$ cat config.mk
export PLATFORM = sky130hd
export DESIGN_NAME = control_filtropa20
export DESIGN_NICKNAME = d
export VERILOG_FILES = /design/src/rtl/control_filtropa20.sv
export SDC_FILE = /design/constraint.sdc
export NUM_CORES = 1
export LEC_CHECK = 0
export CORE_AREA = 2 2 39 41
export CTS_CLUSTER_DIAMETER = 50
export DETAILED_ROUTE_END_ITERATION = 12
export DIE_AREA = 0 0 41 43
export HOLD_SLACK_MARGIN = 0.1
export PLACE_DENSITY = 0.68
export SLEW_MARGIN = 10
export SYNTH_ARGS = -nofsm -noshare
export SYNTH_HDL_FRONTEND = slang
export SYNTH_SLANG_ARGS = --single-unit
$ cat constraint.sdc
create_clock -name clk -period 1.3 [get_ports clk]
set_input_delay 0.13 -clock clk [delete_from_list [all_inputs] [get_ports clk]]
set_output_delay 0.13 -clock clk [all_outputs]
set_load 0.01 [all_outputs]
$ cat src/rtl/control_filtropa20.sv
// Sequencer for the 2nd-order high-pass IIR datapath: drives one shared MAC
// through five multiply-accumulate steps and a delay-line shift per sample.
module control_filtropa20 #(
    parameter logic [2:0] S_FK   = 3'd0,
    parameter logic [2:0] S_FK1  = 3'd1,
    parameter logic [2:0] S_FK2  = 3'd2,
    parameter logic [1:0] C_A1   = 2'd0,
    parameter logic [1:0] C_A2   = 2'd1,
    parameter logic [1:0] C_B0   = 2'd2,
    parameter logic [1:0] C_B1   = 2'd3,
    parameter logic [2:0] Z_UK   = 3'd0,
    parameter logic [2:0] Z_A1   = 3'd1,
    parameter logic [2:0] Z_A2   = 3'd2,
    parameter logic [2:0] Z_A3   = 3'd3,
    parameter logic [2:0] Z_ZERO = 3'd7
) (
    input  logic       clk,
    input  logic       reset,
    input  logic       start,
    output logic       en1,
    output logic       en2,
    output logic       en3,
    output logic       en4,
    output logic       en5,
    output logic       en6,
    output logic       en7,
    output logic [2:0] selmuxS,
    output logic [1:0] selmuxC,
    output logic [2:0] selmuxZ,
    output logic       busy,
    output logic       done,
    output logic       overrun
);

    // state | meaning
    // IDLE  | waiting for a sample strobe
    // MAC1  | acum1 = -a1*fk1 + uk
    // MAC2  | fk    = -a2*fk2 + acum1
    // MAC3  | acum2 = b0*fk
    // MAC4  | acum3 = b1*fk1 + acum2
    // MAC5  | yk    = b0*fk2 + acum3
    // SHIFT | fk2 <= fk1, fk1 <= fk; yk valid, done pulse
    typedef enum logic [2:0] {
        IDLE  = 3'd0,
        MAC1  = 3'd1,
        MAC2  = 3'd2,
        MAC3  = 3'd3,
        MAC4  = 3'd4,
        MAC5  = 3'd5,
        SHIFT = 3'd6
    } state_t;

    state_t state, state_nx;
    logic   pending, pending_nx;
    logic   overrun_nx;

    always_ff @(posedge clk) begin
        if (!reset) begin
            state   <= IDLE;
            pending <= 1'b0;
            overrun <= 1'b0;
        end else begin
            state   <= state_nx;
            pending <= pending_nx;
            overrun <= overrun_nx;
        end
    end

    // Next-state and pending/overrun bookkeeping
    always_comb begin
        state_nx   = state;
        pending_nx = pending;
        overrun_nx = overrun;
        case (state)
            IDLE:  state_nx = start ? MAC1 : IDLE;
            MAC1:  state_nx = MAC2;
            MAC2:  state_nx = MAC3;
            MAC3:  state_nx = MAC4;
            MAC4:  state_nx = MAC5;
            MAC5:  state_nx = SHIFT;
            SHIFT: begin
                state_nx   = (pending || start) ? MAC1 : IDLE;
                pending_nx = 1'b0;
            end
            default: state_nx = IDLE;
        endcase
        // A strobe while busy is buffered once; a second one is dropped and flagged
        if (state inside {MAC1, MAC2, MAC3, MAC4, MAC5} && start) begin
            if (pending)
                overrun_nx = 1'b1;
            else
                pending_nx = 1'b1;
        end
    end

    // Moore output decode
    always_comb begin
        en1     = 1'b0;
        en2     = 1'b0;
        en3     = 1'b0;
        en4     = 1'b0;
        en5     = 1'b0;
        en6     = 1'b0;
        en7     = 1'b0;
        selmuxS = 3'd0;
        selmuxC = 2'd0;
        selmuxZ = 3'd0;
        busy    = (state != IDLE);
        done    = 1'b0;
        case (state)
            MAC1: begin
                en5 = 1'b1; selmuxS = S_FK1; selmuxC = C_A1; selmuxZ = Z_UK;
            end
            MAC2: begin
                en2 = 1'b1; selmuxS = S_FK2; selmuxC = C_A2; selmuxZ = Z_A1;
            end
            MAC3: begin
                en6 = 1'b1; selmuxS = S_FK;  selmuxC = C_B0; selmuxZ = Z_ZERO;
            end
            MAC4: begin
                en7 = 1'b1; selmuxS = S_FK1; selmuxC = C_B1; selmuxZ = Z_A2;
            end
            MAC5: begin
                en1 = 1'b1; selmuxS = S_FK2; selmuxC = C_B0; selmuxZ = Z_A3;
            end
            SHIFT: begin
                en3  = 1'b1;
                en4  = 1'b1;
                done = 1'b1;
            end
            default: ;
        endcase
    end

endmodule

==> impl_metrics.prom, run 1 <==
# TYPE chip_impl_metric gauge
chip_impl_info{name="outcome",value="finished, violations left"} 1
chip_impl_info{name="failed_checks",value="negative setup slack"} 1
chip_impl_info{name="timing.critical_path.from_type",value="flop"} 1
chip_impl_metric{name="crit_arrival",unit="ns"} 1.24
chip_impl_metric{name="placeableCoreArea",unit="mm2"} 0.00138
chip_impl_info{name="grt_setup_unrepaired",value="yes"} 1
chip_impl_metric{name="floorplan.io_pins",unit=""} 21
chip_impl_metric{name="filler_cell_count",unit=""} 142
chip_impl_info{name="hold_path_end",value="overrun"} 1
chip_impl_metric{name="mapped_area",unit="um2"} 378
chip_impl_metric{name="area_taken_by_multi_input_logic_gates",unit="um2"} 258
chip_impl_metric{name="post_synth_inst_count",unit=""} 47
chip_impl_info{name="end_of_the_worst_register_to_register_path",value="overrun"} 1
chip_impl_metric{name="design.die.area",unit="mm2"} 0.00176
chip_impl_info{name="critPathKind",value="reg -> out"} 1
chip_impl_metric{name="grt_max_degree",unit=""} 7
chip_impl_metric{name="final_util",unit="%"} 50.4
chip_impl_metric{name="final.hold.worst_slack",unit="ns"} 0.497
chip_impl_metric{name="cts.htree.levels",unit=""} 1
chip_impl_metric{name="detail_route.wl_per_cell",unit="um"} 9.29
chip_impl_metric{name="fraction_of_layout_instances_using_a_drive_strength_above_1",unit="%"} 68.4
chip_impl_metric{name="max_clock_freq",unit="MHz"} 728
chip_impl_metric{name="async_reset_ff_share",unit="%"} 0
chip_impl_metric{name="drt_first_pass_iters",unit=""} 4
chip_impl_info{name="post_synth_most_frequent_cells",value="sky130_fd_sc_hd__nor2_1, sky130_fd_sc_hd__dfxtp_1, sky130_fd_sc_hd__inv_1"} 1
chip_impl_metric{name="io_buffers",unit=""} 19
chip_impl_metric{name="placedInstanceArea",unit="um2"} 647
chip_impl_info{name="clock_tree.root_cell",value="sky130_fd_sc_hd__clkbuf_4"} 1
chip_impl_metric{name="totalWireLength",unit="um"} 883
chip_impl_metric{name="p_per_area",unit="mW/mm2"} 812
chip_impl_metric{name="final_period_minus_worst_setup_slack",unit="ns"} 1.37
chip_impl_metric{name="drt_first_iter_violations",unit=""} 2
chip_impl_metric{name="timing.max_cap.violations",unit=""} 0
chip_impl_metric{name="power.static_leakage",unit="uW"} 0.000353
chip_impl_metric{name="placer_congestion",unit=""} 0.827
chip_impl_metric{name="yosysUniqueCellTypes",unit=""} 24
chip_impl_metric{name="critical_path_peak_fanout",unit=""} 4
chip_impl_info{name="synthMostInstantiatedCell",value="sky130_fd_sc_hd__nor2_1"} 1
chip_impl_metric{name="setup_violations",unit=""} 9
chip_impl_metric{name="die-height",unit="um"} 43
chip_impl_metric{name="post_dp_hpwl",unit="um"} 704
chip_impl_info{name="tritoncts",value="done"} 1
chip_impl_info{name="library_cell_occupying_the_most_area_in_the_post_synthesis_netlist",value="sky130_fd_sc_hd__dfxtp_1"} 1
chip_impl_info{name="hp-class",value="reg -> reg"} 1
chip_impl_metric{name="fin_worst_skew",unit="ns"} 0.00191
chip_impl_metric{name="clk_transition_reported_paths",unit="ns"} 0.04
chip_impl_metric{name="ff2ff_path_depth",unit=""} 5
chip_impl_metric{name="routed-via-count",unit=""} 423
chip_impl_metric{name="first_pass_grt_wire_length",unit="mm"} 1.48
chip_impl_metric{name="row_count",unit=""} 14
chip_impl_metric{name="syn_nets",unit=""} 52
chip_impl_metric{name="worstSkewPairLatency",unit="ns"} 0.24
chip_impl_metric{name="floorplan.initialDensity",unit="%"} 27.3
chip_impl_metric{name="layout_setup_ws",unit="ns"} -0.0729
chip_impl_metric{name="synth_area_per_cell",unit="um2"} 8.04
chip_impl_metric{name="diodes",unit=""} 0
chip_impl_metric{name="grt_usage",unit="%"} 12.6
chip_impl_metric{name="postLayoutCellArea",unit="um2"} 697
chip_impl_metric{name="cts_inserted_buffers",unit=""} 3
chip_impl_metric{name="vdd.ir_drop.worst",unit="mV"} 0.421
chip_impl_info{name="synth_top_cells_by_area",value="sky130_fd_sc_hd__dfxtp_1, sky130_fd_sc_hd__ha_1, sky130_fd_sc_hd__buf_4"} 1
chip_impl_metric{name="grt_overflow",unit=""} 0
chip_impl_metric{name="synth_top_area_share",unit="%"} 26.5
chip_impl_metric{name="seq_area",unit="um2"} 109
chip_impl_metric{name="finalHoldViolCount",unit=""} 0
chip_impl_metric{name="via_cell_ratio",unit=""} 4.45
chip_impl_metric{name="pre_cts_ws",unit="ns"} -0.317
chip_impl_metric{name="final_worst_path_period_share",unit="%"} 106
chip_impl_metric{name="initial_antenna_violation_count",unit=""} 0
chip_impl_metric{name="first_global_vias",unit=""} 385
chip_impl_metric{name="cp.required",unit="ns"} 1.17
chip_impl_metric{name="synth_warnings",unit=""} 0
chip_impl_metric{name="synth_edf_count",unit=""} 0
chip_impl_metric{name="final_antenna_net_count",unit=""} 0
chip_impl_metric{name="hold-path-cell-count",unit=""} 2
chip_impl_info{name="timing.hold.worst.start",value="overrun"} 1
chip_impl_metric{name="area.growth.synth_to_final",unit="%"} 84.4
chip_impl_metric{name="die_w",unit="um"} 41
chip_impl_metric{name="fin_nets",unit=""} 85
chip_impl_metric{name="synth.yosys.seq_area_share",unit="%"} 26.5
chip_impl_metric{name="finalMaxSlewViolations",unit=""} 0
chip_impl_metric{name="numClockSinks",unit=""} 5
chip_impl_metric{name="max-clock-path-buffers",unit=""} 2
chip_impl_metric{name="route.detailed.drc",unit=""} 0
chip_impl_metric{name="synth.ff_latch_count",unit=""} 5
chip_impl_info{name="dominantRegCellSynth",value="sky130_fd_sc_hd__dfxtp_1"} 1
chip_impl_metric{name="r2r_slack",unit="ns"} 0.03
chip_impl_info{name="crit_reg_reg_startpoint",value="state[0]"} 1
chip_impl_info{name="endpoint_kind",value="output pin"} 1
-- worst max path at each step --
stage | endpoint | from | cells after the start
6_report | selmuxS[1] | state[1] | 4
4_1_cts | selmuxS[1] | state[2] | 3
3_3_place_gp | selmuxC[1] | state[2] | 4
3_5_place_dp | selmuxS[1] | state[1] | 4
5_1_grt | selmuxS[1] | state[1] | 4
2_1_floorplan | selmuxS[0] | state[2] | 4
-- power breakdown --
group          internal [uW]  leakage, uW  switching (uW)
Combinational            122     0.000295            86.3
Sequential               165    0.0000427            14.2
Clock                    116    0.0000150            63.0
Total                    402     0.000353             164
-- final cells by class --
cell class,count,area share [%]
inverters,5,2.69
multi-input cells,32,37.0
flip-flops and latches,5,15.6
repair buffers,33,38.1
well taps,16,2.87
clock buffers,4,3.77
-- layer usage --
metal	up-vias	global-route usage [%]	routed length (um)	part of all wire (%)
met2	12	18.8	468	53
met4	0	10.7	19	2.2
met3	2	2.09	47	5.3
li1	214	-	-	-
met1	195	14.6	348	39
met5	-	0	0	0
-- cell families after synthesis --
| logic type | after synthesis | synth area share, % |
|---|---|---|
| other | 1 | 0.992 |
| AO/OA/AOI/OAI | 7 | 14.6 |
| flip-flops | 5 | 26.5 |
| adder cells (fa/ha/maj) | 2 | 6.62 |
| buffers and inverters | 10 | 15.2 |
| AND/OR/NAND/NOR | 22 | 36.1 |
-- flip-flops by register name, indices dropped and copies added (netlist names) --
register  flops
state         3
pending       1
overrun       1
-- stage by stage --
stage | TNS [ns] | std cells | total power [uW]
floorplan | 0 | 47 | 270
global placement | -3.40 | 90 | 372
detailed placement | -3.51 | 90 | 374
CTS | -0.393 | 95 | 561
global route | -0.915 | 95 | 601
finish | -0.323 | 95 | 566
-- critical path, cell delays in order (launching register included) --
cell	delay [ns]
sky130_fd_sc_hd__dfxtp_2	0.36
sky130_fd_sc_hd__inv_2	0.07
sky130_fd_sc_hd__or3_4	0.36
sky130_fd_sc_hd__o21ai_2	0.07
sky130_fd_sc_hd__buf_2	0.14
-- layout by cell type, fill, tap and decap left out, types with 2 or more instances in the layout --
master                            Yosys  final
sky130_fd_sc_hd__dfxtp_1              5      2
sky130_fd_sc_hd__inv_2                0      4
sky130_fd_sc_hd__nor2_1               6      5
sky130_fd_sc_hd__buf_2                0     11
sky130_fd_sc_hd__buf_6                1      9
sky130_fd_sc_hd__clkbuf_4             0      3
sky130_fd_sc_hd__or3_4                2      3
sky130_fd_sc_hd__clkdlybuf4s50_1      0      3
sky130_fd_sc_hd__nand2_1              3      2
sky130_fd_sc_hd__dfxtp_4              0      2
sky130_fd_sc_hd__o21ai_2              0      3
sky130_fd_sc_hd__buf_4                3      9
sky130_fd_sc_hd__nand3b_1             2      2
-- what timing repair did --
action                                  CTS  global route
hold buffers                              0             0
setup buffers                             1             0
endpoints found under the setup margin   17            15
gates cloned                              0             0
resized for setup                        80            14
pin swaps                                 5             2
Note: power is estimated with default switching activity, not from simulation.
==> inputs of run 2 (changes only) <==
--- a/config.mk
+++ b/config.mk
@@ -10,6 +10,7 @@
 export DETAILED_ROUTE_END_ITERATION = 12
 export DIE_AREA = 0 0 41 43
 export HOLD_SLACK_MARGIN = 0.1
+export MAX_ROUTING_LAYER = met4
 export PLACE_DENSITY = 0.68
 export SLEW_MARGIN = 10
 export SYNTH_ARGS = -nofsm -noshare
==> results of run 2 <==
No change in the layout: final DEF, timing and power equal those of run 1.
Main changes from that run: final weighted congestion in routability-driven placement 0.827 -> 0.840; overall routing resource usage 12.6% -> 12.9%
==> inputs of run 3 (changes only) <==
--- a/config.mk
+++ b/config.mk
@@ -12,7 +12,7 @@
 export HOLD_SLACK_MARGIN = 0.1
 export MAX_ROUTING_LAYER = met4
 export PLACE_DENSITY = 0.68
-export SLEW_MARGIN = 10
+export SLEW_MARGIN = 20
 export SYNTH_ARGS = -nofsm -noshare
 export SYNTH_HDL_FRONTEND = slang
 export SYNTH_SLANG_ARGS = --single-unit
==> results of run 3 <==
No change in the layout: final DEF, timing and power equal those of run 1.
Main changes from that run: final weighted congestion in routability-driven placement 0.827 -> 0.840; overall routing resource usage 12.6% -> 12.9%
==> patch 1 (flow settings as in run 1) <==
Register the output `selmuxC`; this adds one clock of latency there. The other outputs are not delayed to match.
--- a/src/rtl/control_filtropa20.sv
+++ b/src/rtl/control_filtropa20.sv
@@ -50,4 +50,6 @@
         SHIFT = 3'd6
     } state_t;
+
+    logic [1:0] selmuxC_d;
 
     state_t state, state_nx;
@@ -104,5 +106,5 @@
         en7     = 1'b0;
         selmuxS = 3'd0;
-        selmuxC = 2'd0;
+        selmuxC_d = 2'd0;
         selmuxZ = 3'd0;
         busy    = (state != IDLE);
@@ -110,17 +112,17 @@
         case (state)
             MAC1: begin
-                en5 = 1'b1; selmuxS = S_FK1; selmuxC = C_A1; selmuxZ = Z_UK;
+                en5 = 1'b1; selmuxS = S_FK1; selmuxC_d = C_A1; selmuxZ = Z_UK;
             end
             MAC2: begin
-                en2 = 1'b1; selmuxS = S_FK2; selmuxC = C_A2; selmuxZ = Z_A1;
+                en2 = 1'b1; selmuxS = S_FK2; selmuxC_d = C_A2; selmuxZ = Z_A1;
             end
             MAC3: begin
-                en6 = 1'b1; selmuxS = S_FK;  selmuxC = C_B0; selmuxZ = Z_ZERO;
+                en6 = 1'b1; selmuxS = S_FK;  selmuxC_d = C_B0; selmuxZ = Z_ZERO;
             end
             MAC4: begin
-                en7 = 1'b1; selmuxS = S_FK1; selmuxC = C_B1; selmuxZ = Z_A2;
+                en7 = 1'b1; selmuxS = S_FK1; selmuxC_d = C_B1; selmuxZ = Z_A2;
             end
             MAC5: begin
-                en1 = 1'b1; selmuxS = S_FK2; selmuxC = C_B0; selmuxZ = Z_A3;
+                en1 = 1'b1; selmuxS = S_FK2; selmuxC_d = C_B0; selmuxZ = Z_A3;
             end
             SHIFT: begin
@@ -133,4 +135,8 @@
     end
 
+    always_ff @(posedge clk) begin
+        selmuxC <= selmuxC_d;
+    end
+
 endmodule
 
Function: changed (Yosys sat finds a counterexample within 4 cycles, from zero or initial values and one cycle with reset low).
==> patch 1 against run 1 <==
The flow still finishes with violations (setup timing). Worst setup slack better by 0.0058 ns. Critical path type unchanged. Sequential cell count up 2. Total power up 15%. First-iteration DRC count up 50%. Routed wire length up 6.5%. Design area up 6.1%. Worst hold slack better by 0.0033 ns. Die area unchanged. Sequential power up 37%. Area after synthesis up 11%.
==> patch 1: results (changes against run 1) <==
* Setup TNS at -0.295 ns (was -0.323 ns)
* Largest regs: state: 3 flops, selmuxC: 2 flops (was state: 3 flops, overrun: 1 flops, pending: 1 flops)
* Placed cell areas at 664 um2 (was 647 um2)
* RR Startpoint: state[1] (was state[0])
* Final wirelength at 940 um (was 883 um)
* Final setup viols at 8 (was 9)
* Initial DRC count at 3 (was 2)
* Peak VDD IR at 0.649 mV (was 0.421 mV)
* ClkCell Share at 3.72% (was 3.77%)
* Vias in the first global route at 375 (was 385)
* Gr usage total at 12.5% (was 12.6%)
* Final cell utilization of the core at 53.4% (was 50.4%)
* Hold WS at 0.500 ns (was 0.497 ns)
* FF+latch area at 146 um2 (was 109 um2)
* Post-DP HPWL at 697 um (was 704 um)
* Share of cells above drive strength 1 at 61.7% (was 68.4%)
* Largest net degree at the start of global routing at 7 (unchanged)
* Average wire per standard cell at 9.69 um (was 9.29 um)
* Critical Path Fanout Max at 5 (was 4)
* Synth Area per Inst at 8.53 um2 (was 8.04 um2)
* Layout non-clock buf frac at 37.6% (was 38.1%)
* Routed via count at 429 (was 423)
* Final worst slack at -0.0671 ns (was -0.0729 ns)
* Failing checks: setup timing (unchanged)
* Syn nets at 54 (was 52)
* NumNets Final at 87 (was 85)
* Critical-path top delay cell: or3_4 (was dfxtp_2)
* First-pass GRT wire length at 1.46 mm (was 1.48 mm)
* Register area share after synthesis at 33.5% (was 26.5%)
* Leakage at 0.386 nW (was 0.353 nW)
* CP top delay family: simple AND/OR/NAND/NOR gates (was flip-flops)
* Worst-path clk slew at around 0.05 ns
* Resize count post-CTS at 67 (was 80)
* Synth Area in Adders at 5.99% (was 6.62%)
* Final GP Congestion at 0.716 (was 0.827)
* Post-synthesis mux area share at 0% (unchanged)
* CTS HTree Levels at 1 (unchanged)
* Worst path max stage delay at 0.38 ns (was 0.36 ns)
* Worst Clk Skew at 0.00139 ns (was 0.00191 ns)
* DP Cell Count at 89 (was 90)
* Post-synthesis compound-gate area fraction at 13.2% (was 14.6%)
* Status: complete, but fails checks (unchanged)
* R2R depth at 5 (unchanged)
* Synth top area cells: dfxtp_1 34%, ha_1 6.0%, buf_4 5.4% (was dfxtp_1 26%, ha_1 6.6%, buf_4 6.0%)
* Sequential cell count at 7 (was 5)
patch 1: cell count changes after synthesis, sizes merged:
cell	change
dfxtp	+2
patch 1: how the worst max path moves through the flow:
stage	slack, ns	from	cells past startpoint	endpoint
final	-0.07	state[1]	3	busy
after global routing	-0.12	state[2]	4	selmuxS[0]
after CTS	-0.17	state[1]	4	selmuxZ[2]
after detailed placement	-0.31	state[1]	4	selmuxS[1]
after global placement	-0.31	state[2]	4	selmuxS[0]
after floorplan	0.12	state[2]	4	selmuxS[0]
patch 1: power by group through the flow:
stage	logic, mW	registers, mW	clock network (mW)
detailed placement	0.181	0.249	0
global route	0.225	0.248	0.222
floorplan	0.0887	0.250	0
CTS	0.186	0.245	0.213
global placement	0.180	0.249	0
finish	0.207	0.246	0.199
patch 1: routing by layer:
layer,GRT usage [%],vias to the layer above,part of all wire (%)
met3,7.85,0,6.1
met4,4.00,0,0
li1,-,222,-
met1,15.5,196,45
met5,0,-,0
met2,17.2,11,48
==> patch 2 (config.mk and constraints of run 1) <==
Without the edit above. Set the parameter `Z_ZERO` to 3'd3 (it was 3'd7).
--- a/src/rtl/control_filtropa20.sv
+++ b/src/rtl/control_filtropa20.sv
@@ -13,5 +13,5 @@
     parameter logic [2:0] Z_A2   = 3'd2,
     parameter logic [2:0] Z_A3   = 3'd3,
-    parameter logic [2:0] Z_ZERO = 3'd7
+    parameter logic [2:0] Z_ZERO = 3'd3
 ) (
     input  logic       clk,
Behaviour: not the same (Yosys sat finds a counterexample within 4 cycles, from zero or initial values and one cycle with reset low).
==> patch 2 against run 1 <==
The flow still finishes with violations (setup timing). Area after synthesis shrank 17%. Clock skew grew 0.0018 ns. Routed wire length shrank 1.4%. Via count shrank 13%. Design area shrank 15%. Worst setup slack gained 0.061 ns. Sequential cell count is the same. Worst hold slack gained 0.016 ns. Total power shrank 3.3%. Highest routed layer is now met3.
==> patch 2: results (changes against run 1) <==
* Status: complete, but fails checks (unchanged)
* Failing checks: setup timing (unchanged)
* Cell count after synthesis at 41 (was 47)
* Initial DRC count at 4 (was 2)
* Comb power frac at 33.6% (was 36.7%)
* RR Startpoint: state[2] (was state[0])
* Vias per inst at 4.36 (was 4.45)
* Non-Filler Instances at 84 (was 95)
* Critical Path Fanout Max at 6 (was 4)
* Final GP Congestion at 0.716 (was 0.827)
* Final wirelength at 871 um (was 883 um)
* Largest net degree at the start of global routing at 8 (was 7)
* First-pass GRT wire length at 1.36 mm (was 1.48 mm)
* Hold worst-path end: overrun (unchanged)
* DP Cell Count at 79 (was 90)
* Pre-CTS setup slack at -0.205 ns (was -0.317 ns)
* Post-synth top cells: 6 x nor2_1, 5 x buf_4, 5 x dfxtp_1 (was 6 x nor2_1, 5 x dfxtp_1, 5 x inv_1)
* Register area share after synthesis at 31.7% (was 26.5%)
* I/O Buffers at 18 (was 19)
* Placed cell areas at 544 um2 (was 647 um2)
* Fill cells at 158 (was 142)
* Synth top area cells: dfxtp_1 32%, buf_4 12%, nor2_1 7.1% (was dfxtp_1 26%, ha_1 6.6%, buf_4 6.0%)
* Gr usage total at 11.0% (was 12.6%)
* Leakage at 0.298 nW (was 0.353 nW)
* Share of cells above drive strength 1 at 52.9% (was 68.4%)
* Layout area overhead at 86.9% (was 84.4%)
* Synth Area in Adders at 0% (was 6.62%)
* Vias in the first global route at 332 (was 385)
* Unique masters post-synth at 21 (was 24)
* Post-DP HPWL at 553 um (was 704 um)
* Final worst slack at -0.0119 ns (was -0.0729 ns)
* Final setup viols at 1 (was 9)
* Tot Pwr at 0.547 mW (was 0.566 mW)
* NumNets Final at 72 (was 85)
* Post-synthesis compound-gate area fraction at 22.2% (was 14.6%)
* Crit path DAT at 1.18 ns (was 1.24 ns)
[patch 2: cell count changes in the layout (fill, tap and decap cells not counted), moves of 3 or more]
cell,run 1,this run
buf_2,11,5
o21ai_2,3,0
buf_6,9,3
dlygate4sd2_1,0,3
clkbuf_2,0,5
inv_2,4,0
[patch 2: area by class of cell]
type	instances	area share, %
multi-input combinational	29	36.1
sequential	5	18.9
clock buffer	4	4.46
tap	16	3.40
inverter	2	1.27
timing repair buffer	28	35.9
[patch 2: worst max-delay path by stage]
stage	startpoint	to	cells after the start
floorplan	state[2]	selmuxZ[1]	3
global placement	state[0]	selmuxS[1]	4
detailed placement	state[1]	selmuxC[1]	3
CTS	state[2]	busy	3
global route	state[0]	en3	3
finish	state[2]	busy	3
[patch 2: metal layers]
layer,up-vias,wire length (um),global-route usage (%)
li1,185,-,-
met3,0,79,1.57
met2,15,430,18.4
met4,0,0,6.00
met1,166,361,12.4
met5,-,0,0
[patch 2: critical path: stages, from the launching register on]
cell and delay, ns:
dfxtp_4 0.36, buf_6 0.11, or3_4 0.34, buf_6 0.13
[patch 2: cell families (layout without fill, tap and decap cells)]
family,Yosys count,after routing
simple gates,17,17
compound gates,10,10
flops,5,5
buf+inv,8,34
other cells,1,2
[patch 2: metrics by stage]
stage,hold slack [ns],setup TNS (ns)
2_1_floorplan,0.248,0
3_3_place_gp,0.489,-1.46
3_5_place_dp,0.491,-1.53
4_1_cts,0.523,-0.0109
5_1_grt,0.547,-0.218
6_report,0.513,-0.0119
[patch 2: what timing repair did]
action | in CTS | in global routing
endpoints found under the setup margin | 16 | 15
pin swaps | 0 | 1
hold buffers | 0 | 0
gates resized for setup | 47 | 15
setup buffers | 1 | 0
hold endpoints to repair | 0 | 0
